==> src/rtl/ula_pkg.sv <==
// Shared constants and FSM encoding for the ALU datapath blocks.
package ula_pkg;

  localparam int LARGURA = 8;
  localparam int CNT_W   = 3;

  typedef enum logic [1:0] {
    IDLE = 2'd0,
    CALC = 2'd1,
    DONE = 2'd2
  } estado_t;

endpackage

==> src/rtl/somador_8bits.sv <==
// 8-bit ripple-carry adder: S = A + B + C_in, carry out on C_out.
module somador_8bits
  import ula_pkg::*;
(
  input  logic [LARGURA-1:0] A,
  input  logic [LARGURA-1:0] B,
  input  logic               C_in,
  output logic [LARGURA-1:0] S,
  output logic               C_out
);

  logic [LARGURA:0] c;

  assign c[0] = C_in;

  for (genvar i = 0; i < LARGURA; i++) begin : g_fa
    assign S[i]   = A[i] ^ B[i] ^ c[i];
    assign c[i+1] = (A[i] & B[i]) | (c[i] & (A[i] ^ B[i]));
  end

  assign C_out = c[LARGURA];

endmodule

==> src/rtl/multiplicador_8bits_seq.sv <==
// Sequential 8x8 unsigned shift-and-add multiplier built around somador_8bits.
// Optional macro MULT_ZERO_BYPASS_EN: zero operands skip the iteration phase.
module multiplicador_8bits_seq
  import ula_pkg::*;
(
  input  logic                   clk,
  input  logic                   rst,
  input  logic                   start,
  input  logic [LARGURA-1:0]     A,
  input  logic [LARGURA-1:0]     B,
  output logic [2*LARGURA-1:0]   P,
  output logic                   busy,
  output logic                   done
);

  // Handshake: start is taken on any edge where the block is not in CALC
  // (IDLE or DONE); done pulses for exactly the one cycle P has just updated.

  estado_t            state, next_state;
  logic [LARGURA-1:0] md, m, acc;
  logic [CNT_W-1:0]   cnt;
  logic [LARGURA-1:0] parcela, soma;
  logic               carry;
  logic               accept, last, bypass;

  assign parcela = m[0] ? md : '0;
  assign accept  = start && (state != CALC);
  assign last    = (state == CALC) && (cnt == CNT_W'(LARGURA - 1));

`ifdef MULT_ZERO_BYPASS_EN
  assign bypass = accept && ((A == '0) || (B == '0));
`else
  assign bypass = 1'b0;
`endif

  somador_8bits u_somador (
    .A     (acc),
    .B     (parcela),
    .C_in  (1'b0),
    .S     (soma),
    .C_out (carry)
  );

  always_ff @(posedge clk) begin
    if (rst) state <= IDLE;
    else     state <= next_state;
  end

  always_comb begin
    next_state = state;
    busy       = 1'b0;
    done       = 1'b0;
    case (state)
      IDLE: begin
        if (accept) next_state = bypass ? DONE : CALC;
      end
      CALC: begin
        busy = 1'b1;
        if (last) next_state = DONE;
      end
      DONE: begin
        done = 1'b1;
        if (accept) next_state = bypass ? DONE : CALC;
        else        next_state = IDLE;
      end
      default: next_state = IDLE;
    endcase
  end

  // The carry of each step shifts into acc[7], so no product bit is lost.
  always_ff @(posedge clk) begin
    if (rst) begin
      md  <= '0;
      m   <= '0;
      acc <= '0;
      cnt <= '0;
      P   <= '0;
    end else if (accept) begin
      md  <= A;
      m   <= B;
      acc <= '0;
      cnt <= '0;
      if (bypass) P <= '0;
    end else if (state == CALC) begin
      acc <= {carry, soma[LARGURA-1:1]};
      m   <= {soma[0], m[LARGURA-1:1]};
      cnt <= cnt + 1'b1;
      if (last) P <= {carry, soma, m[LARGURA-1:1]};
    end
  end

endmodule

==> config.mk <==
export PLATFORM = sky130hd
export DESIGN_NAME = multiplicador_8bits_seq
export DESIGN_NICKNAME = d
export VERILOG_FILES = /design/src/rtl/ula_pkg.sv /design/src/rtl/somador_8bits.sv /design/src/rtl/multiplicador_8bits_seq.sv
export SDC_FILE = /design/constraint.sdc
export NUM_CORES = 1
export LEC_CHECK = 0
export ABC_AREA = 1
export CORE_UTILIZATION = 30
export DETAILED_ROUTE_END_ITERATION = 10
export GPL_TIMING_DRIVEN = 0
export SETUP_SLACK_MARGIN = 0.02
export SYNTH_ARGS = -nofsm -noshare
export SYNTH_HDL_FRONTEND = slang
export SYNTH_HIERARCHICAL = 1
export SYNTH_SLANG_ARGS = --single-unit
==> constraint.sdc <==
create_clock -name clk -period 10.5 [get_ports clk]
set_input_delay 2.1 -clock clk [delete_from_list [all_inputs] [get_ports clk]]
set_output_delay 2.1 -clock clk [all_outputs]
set_load 0.005 [all_outputs]
# Word level (Yosys, flattened, before mapping)
# Cells that the tools add are included.
# totals
reg_bits,45
in_bits,19
output_inout_bits,18
elab_cells,67
# classes
addsub,1
n_eq_ne,6
n_mux,9
bitwise_logic,38
n_reduce_logical,7
# op_table
op,n
8-bit 2-to-1 mux,3
1-bit bitwise AND,15
1-bit bitwise XOR,15
1-bit bitwise OR,7
2-bit one-hot mux with 3 select lines,1
2-bit 2-to-1 mux,2
"2-bit != test, second input constant",2
"3-bit by 1-bit adder with 3-bit output, second input constant",1
"3-bit == test, second input constant",1
1-bit 2-to-1 mux,3
3-bit AND reduction,1
"2-bit by 1-bit == test with 1-bit output, second input constant",1
"2-bit == test, second input constant",1
1-bit logical AND,2
2-bit logical NOT,1
"2-bit by 1-bit != test with 1-bit output, second input constant",1
2-bit AND reduction,1
2-bit nonzero test,1
2-bit OR reduction,1
1-bit inverter,1

# Depth between registers and ports, before layout
# depth
ltp_word,16
depth_mapped,17
mapped_depth_nobuf,16

# Hierarchy
# Netlist, hierarchy kept.
# modules_own_cells
mod,n_inst,cells_per_inst,area_each_um2,seq_area_each_um2
multiplicador_8bits_seq,1,245,1799.2,900.9
somador_8bits,1,18,197.7,0.0

# Worst setup path after synthesis
# Ideal clock, no wire load.
# synth_path
path_kind,flip-flop to flip-flop
startpoint,reg m[0]
endpoint,reg acc[6]
setup_ns,0.070
arrival_ns,3.744
required_time_ns,10.430
slack_ns,6.686
path_stages_with_launch,18
path_buffers,1
period_less_slack_ns,3.814
cell_sequence,dfxtp_1 -> clkbuf_1 -> nand2_1 -> inv_1 -> fa_1 -> inv_1 -> fa_1 -> inv_1 -> fa_1 -> fa_1 -> fa_1 -> fa_1 -> fa_1 -> inv_1 -> fa_1 -> inv_1 -> nand2_1 -> a21oi_1
# synth_via
elab_chain_len,15
elab_cells_between_ends,28
cone_classes,1 x mux; 27 x bitwise
# synth_lines
item,line,text
start: declaration,multiplicador_8bits_seq.sv:20,"logic [LARGURA-1:0] md, m, acc;"
start signal: assignment,multiplicador_8bits_seq.sv:86,"m <= {soma[0], m[LARGURA-1:1]};"
8-bit 2-to-1 mux,multiplicador_8bits_seq.sv:26,assign parcela = m[0] ? md : '0;
via parcela[0],multiplicador_8bits_seq.sv:22,"logic [LARGURA-1:0] parcela, soma;"
1-bit bitwise AND (2 in series),somador_8bits.sv:18,assign c[i+1] = (A[i] & B[i]) | (c[i] & (A[i] ^ B[i]));
1-bit bitwise OR,somador_8bits.sv:18,
1-bit bitwise AND,somador_8bits.sv:18,
1-bit bitwise OR,somador_8bits.sv:18,
1-bit bitwise AND,somador_8bits.sv:18,
1-bit bitwise OR,somador_8bits.sv:18,
1-bit bitwise AND,somador_8bits.sv:18,
1-bit bitwise OR,somador_8bits.sv:18,
1-bit bitwise AND,somador_8bits.sv:18,
1-bit bitwise OR,somador_8bits.sv:18,
1-bit bitwise AND,somador_8bits.sv:18,
1-bit bitwise OR,somador_8bits.sv:18,
1-bit bitwise XOR,somador_8bits.sv:17,assign S[i] = A[i] ^ B[i] ^ c[i];
via soma[7],multiplicador_8bits_seq.sv:22,
end signal: assignment,multiplicador_8bits_seq.sv:85,"acc <= {carry, soma[LARGURA-1:1]};"
end: declaration,multiplicador_8bits_seq.sv:20,
# The timed path passes the listed nets, and every way through them passes these cells.
# A chain may end at the register's enable or synchronous reset.

# Worst setup path in the final report
# Ends and elaborated chain as after synthesis.

==> key figures <==
Status
  • Status: completed

Timing
  • Post-layout min period: 4.09 ns
  • Count of final setup violators: 0
  • Setup TNS: 0 ns
  • RSZ-0062 raised after global routing: false
  • Max-slew violations: 0
  • Fmax: 244 MHz
  • Hold Fails Final Rpt: 0
  • Tcrit/Tclk final: 39.0%
  • Post-Route Skew: 0.00506 ns

GRT
  • Largest net degree at the start of global routing: 15
  • Global Route Usage Sum: 12.5%
  • First-pass GRT wire length: 6980 um
  • GR Layer Usage met2: 18.8%
  • Vias in the first global route: 1554
  • GRT met1 Usage: 16.8%
  • Grt total ovfl: 0
  • Initial antenna violation count: 0
  • Gr busiest metal: met2
  • GR Layer Usage met3: 3.46%

Critical path
  • Critical Path Start: m[0]
  • Req. time, crit path: 10.73 ns
  • CP Launch Type: register
  • Crit path DAT: 4.32 ns
  • Crit path kind: reg2reg
  • CP max-delay cell: fa_1
  • Worst path bufs/invs: 6
  • Max Fanout on Critical Path: 9
  • Cell Chain, Critical Path: clkbuf_1 > nand2_1 > inv_1 > fa_1 > inv_1 > fa_1 > inv_1 > fa_1 > fa_1 > fa_1 > fa_1 > fa_1 > inv_1 > fa_1 > inv_1 > nand2_1 > a21oi_1
  • Worst path max stage delay: 0.41 ns
  • Delay-heaviest family, CP: adder cells
  • Worst r2r src: m[0]
  • Most frequent CP cell: fa_1
  • Setup crit end kind: register

Synth
  • FF+latch count, synth: 45
  • Distinct cells, synth: 21
  • Syn_nets: 292
  • Cell taking the most area after synthesis: dfxtp_1
  • Cells taking the most area after synthesis: dfxtp_1 45%, nand2_1 15%, nand3_1 10%, fa_1 8.0%, inv_1 5.8%
  • Post-synthesis sequential area ratio: 45.1%
  • Syn Area/Cell: 7.59 um^2
  • Warnings from Yosys: 6
  • Post-synth top area share: 45.1%
  • Post-Syn Area: 2000 um^2
  • Synthesized instance count: 263

Finish
  • Fin nets: 334
  • End-of-flow core utilization: 40.4%
  • Syn-to-layout area delta: 29.1%
  • Most common cell after layout, fill and taps aside: nand2_1
  • Antenna diodes: 0
  • Share of cells above drive strength 1: 6.21%
  • Commonest non-fill, non-tap cells in the layout: 80 x nand2_1, 45 x dfxtp_1, 41 x nand3_1, 35 x clkdlybuf4s50_1, 31 x inv_1
  • # fillers: 670

CTS
  • Clock sink count: 45
  • Post-cts sizing count: 0
  • Post-CTS Hold Fix Bufs: 0
  • # H-tree levels: 2
  • # Post-CTS Setup Buffers: 0
  • CTS root buffer: clkbuf_8
  • Clock-pin slew on the worst setup and hold paths: 0.08 ns
  • CTS max path bufs: 2
  • CTS Buf Count: 5
  • CTS tree: yes
  • Clock Latency Late Sink: 0.29 ns

Die
  • Core ar.: 6390 um^2
  • Rows: 29
  • IO Count: 37
  • Starting density of the core: 31.3%
  • Die area: 6990 um^2
  • Die W: 83.6 um
  • Chip Height: 83.6 um

Drt
  • Avg Vias per Cell: 4.35
  • DR DRC count: 0
  • Initial drt markers: 68
  • Per-cell routed wire length: 10.7 um
  • Vias: 1665
  • Drt pass-1 iters: 5
  • Final wirelength: 4080 um
  • Routed Antenna Nets: 0

Power
  • Leakage power: 1.22 nW
  • Total power per unit cell area: 142 nW/um^2
  • Max rail drop VDD: 0.0543 mV

Placed design
  • Final GP Congestion: 0.737
  • DP Wirelength: 3060 um
  • Port Buffer Count: 35

Flow run
  • Max Cap Viol: 0

Worst hold path
  • Hold crit path type: reg2reg
  • Worst Min Path Start: cnt[2]
## layer usage
| metal | wire length (um) | up-vias |
|---|---|---|
| met5 | 0 | - |
| met4 | 70 | 0 |
| met3 | 222 | 5 |
| met2 | 1760 | 42 |
| met1 | 2030 | 723 |
| li1 | - | 895 |
## kinds of logic (layout without fill, tap and decap cells)
kind of cell	count (synthesis)	after routing	share of synthesized area (%)
and+or+nand+nor	141	141	29.2
adders and majority gates	10	10	9.27
DFF	45	45	45.1
buffers and inverters	46	89	11.0
AOI/OAI and AO/OA	19	19	4.82
xor gates and xnor gates	1	1	0.439
other	1	1	0.188
## path summary, 6_finish.rpt
| check | cells past startpoint | to | slack [ns] |
|---|---|---|---|
| worst min register to register | 2 | cnt[2] | 0.47 |
| worst max-delay path | 17 | acc[6] | 6.41 |
| worst min-delay path | 2 | cnt[2] | 0.47 |
| worst max register to register | 17 | acc[6] | 6.41 |
## report_power, final
group	internal [W]	total [W]	switching [W]
clock network	0.0000945	0.000152	0.0000575
logic	0.0000159	0.0000345	0.0000186
registers	0.000176	0.000180	0.00000347
total	0.000286	0.000366	0.0000796
## flip-flops by register name, indices dropped and copies added, names as in the netlist
register  flops
cnt           3
P            16
acc           8
m             8
md            8
state         2
## per-stage QoR
stage | total power [W] | cells | instance area, um^2 | hold slack (ns) | worst slack (ns)
3_3_place_gp | 0.000218 | 375 | 2440 | 0.449 | 6.48
4_1_cts | 0.000373 | 383 | 2580 | 0.473 | 6.40
6_report | 0.000366 | 383 | 2580 | 0.471 | 6.41
2_1_floorplan | 0.000205 | 263 | 2000 | 0.439 | 6.69
3_5_place_dp | 0.000218 | 375 | 2440 | 0.460 | 6.40
5_1_grt | 0.000383 | 383 | 2580 | 0.487 | 6.11
## layout make-up
cell class / count / area (um^2) / area share [%]
tap: 77 / 96.3 / 3.74
clock inverter: 3 / 65.1 / 2.52
sequential: 45 / 901 / 35.0
clock buffer: 5 / 68.8 / 2.67
buffer: 13 / 95.1 / 3.69
timing repair buffer: 35 / 350 / 13.6
multi-input combinational: 172 / 877 / 34.0
inverter: 33 / 124 / 4.81
## worst reg2reg max path, delay by kind of cell, from the launching register on
kind / cells / cell delay (ns)
DFF: 1 / 0.30
AOI/OAI and AO/OA: 1 / 0.15
and+or+nand+nor: 2 / 0.17
buffers and inverters: 6 / 0.53
adders and majority gates: 8 / 2.85
## Yosys cell counts
master	count
inv_1	31
conb_1	1
nor2_1	19
buf_1	2
clkbuf_8	1
dfxtp_1	45
o21ai_0	8
nand3_1	41
nor2_2	1
clkinv_1	1
a21oi_1	10
inv_2	1
buf_6	3
buf_2	2
nand2_1	80
o22ai_1	1
fa_1	8
xor2_1	1
buf_4	3
ha_1	2
clkbuf_1	2
(Power assumes the default switching activity.)
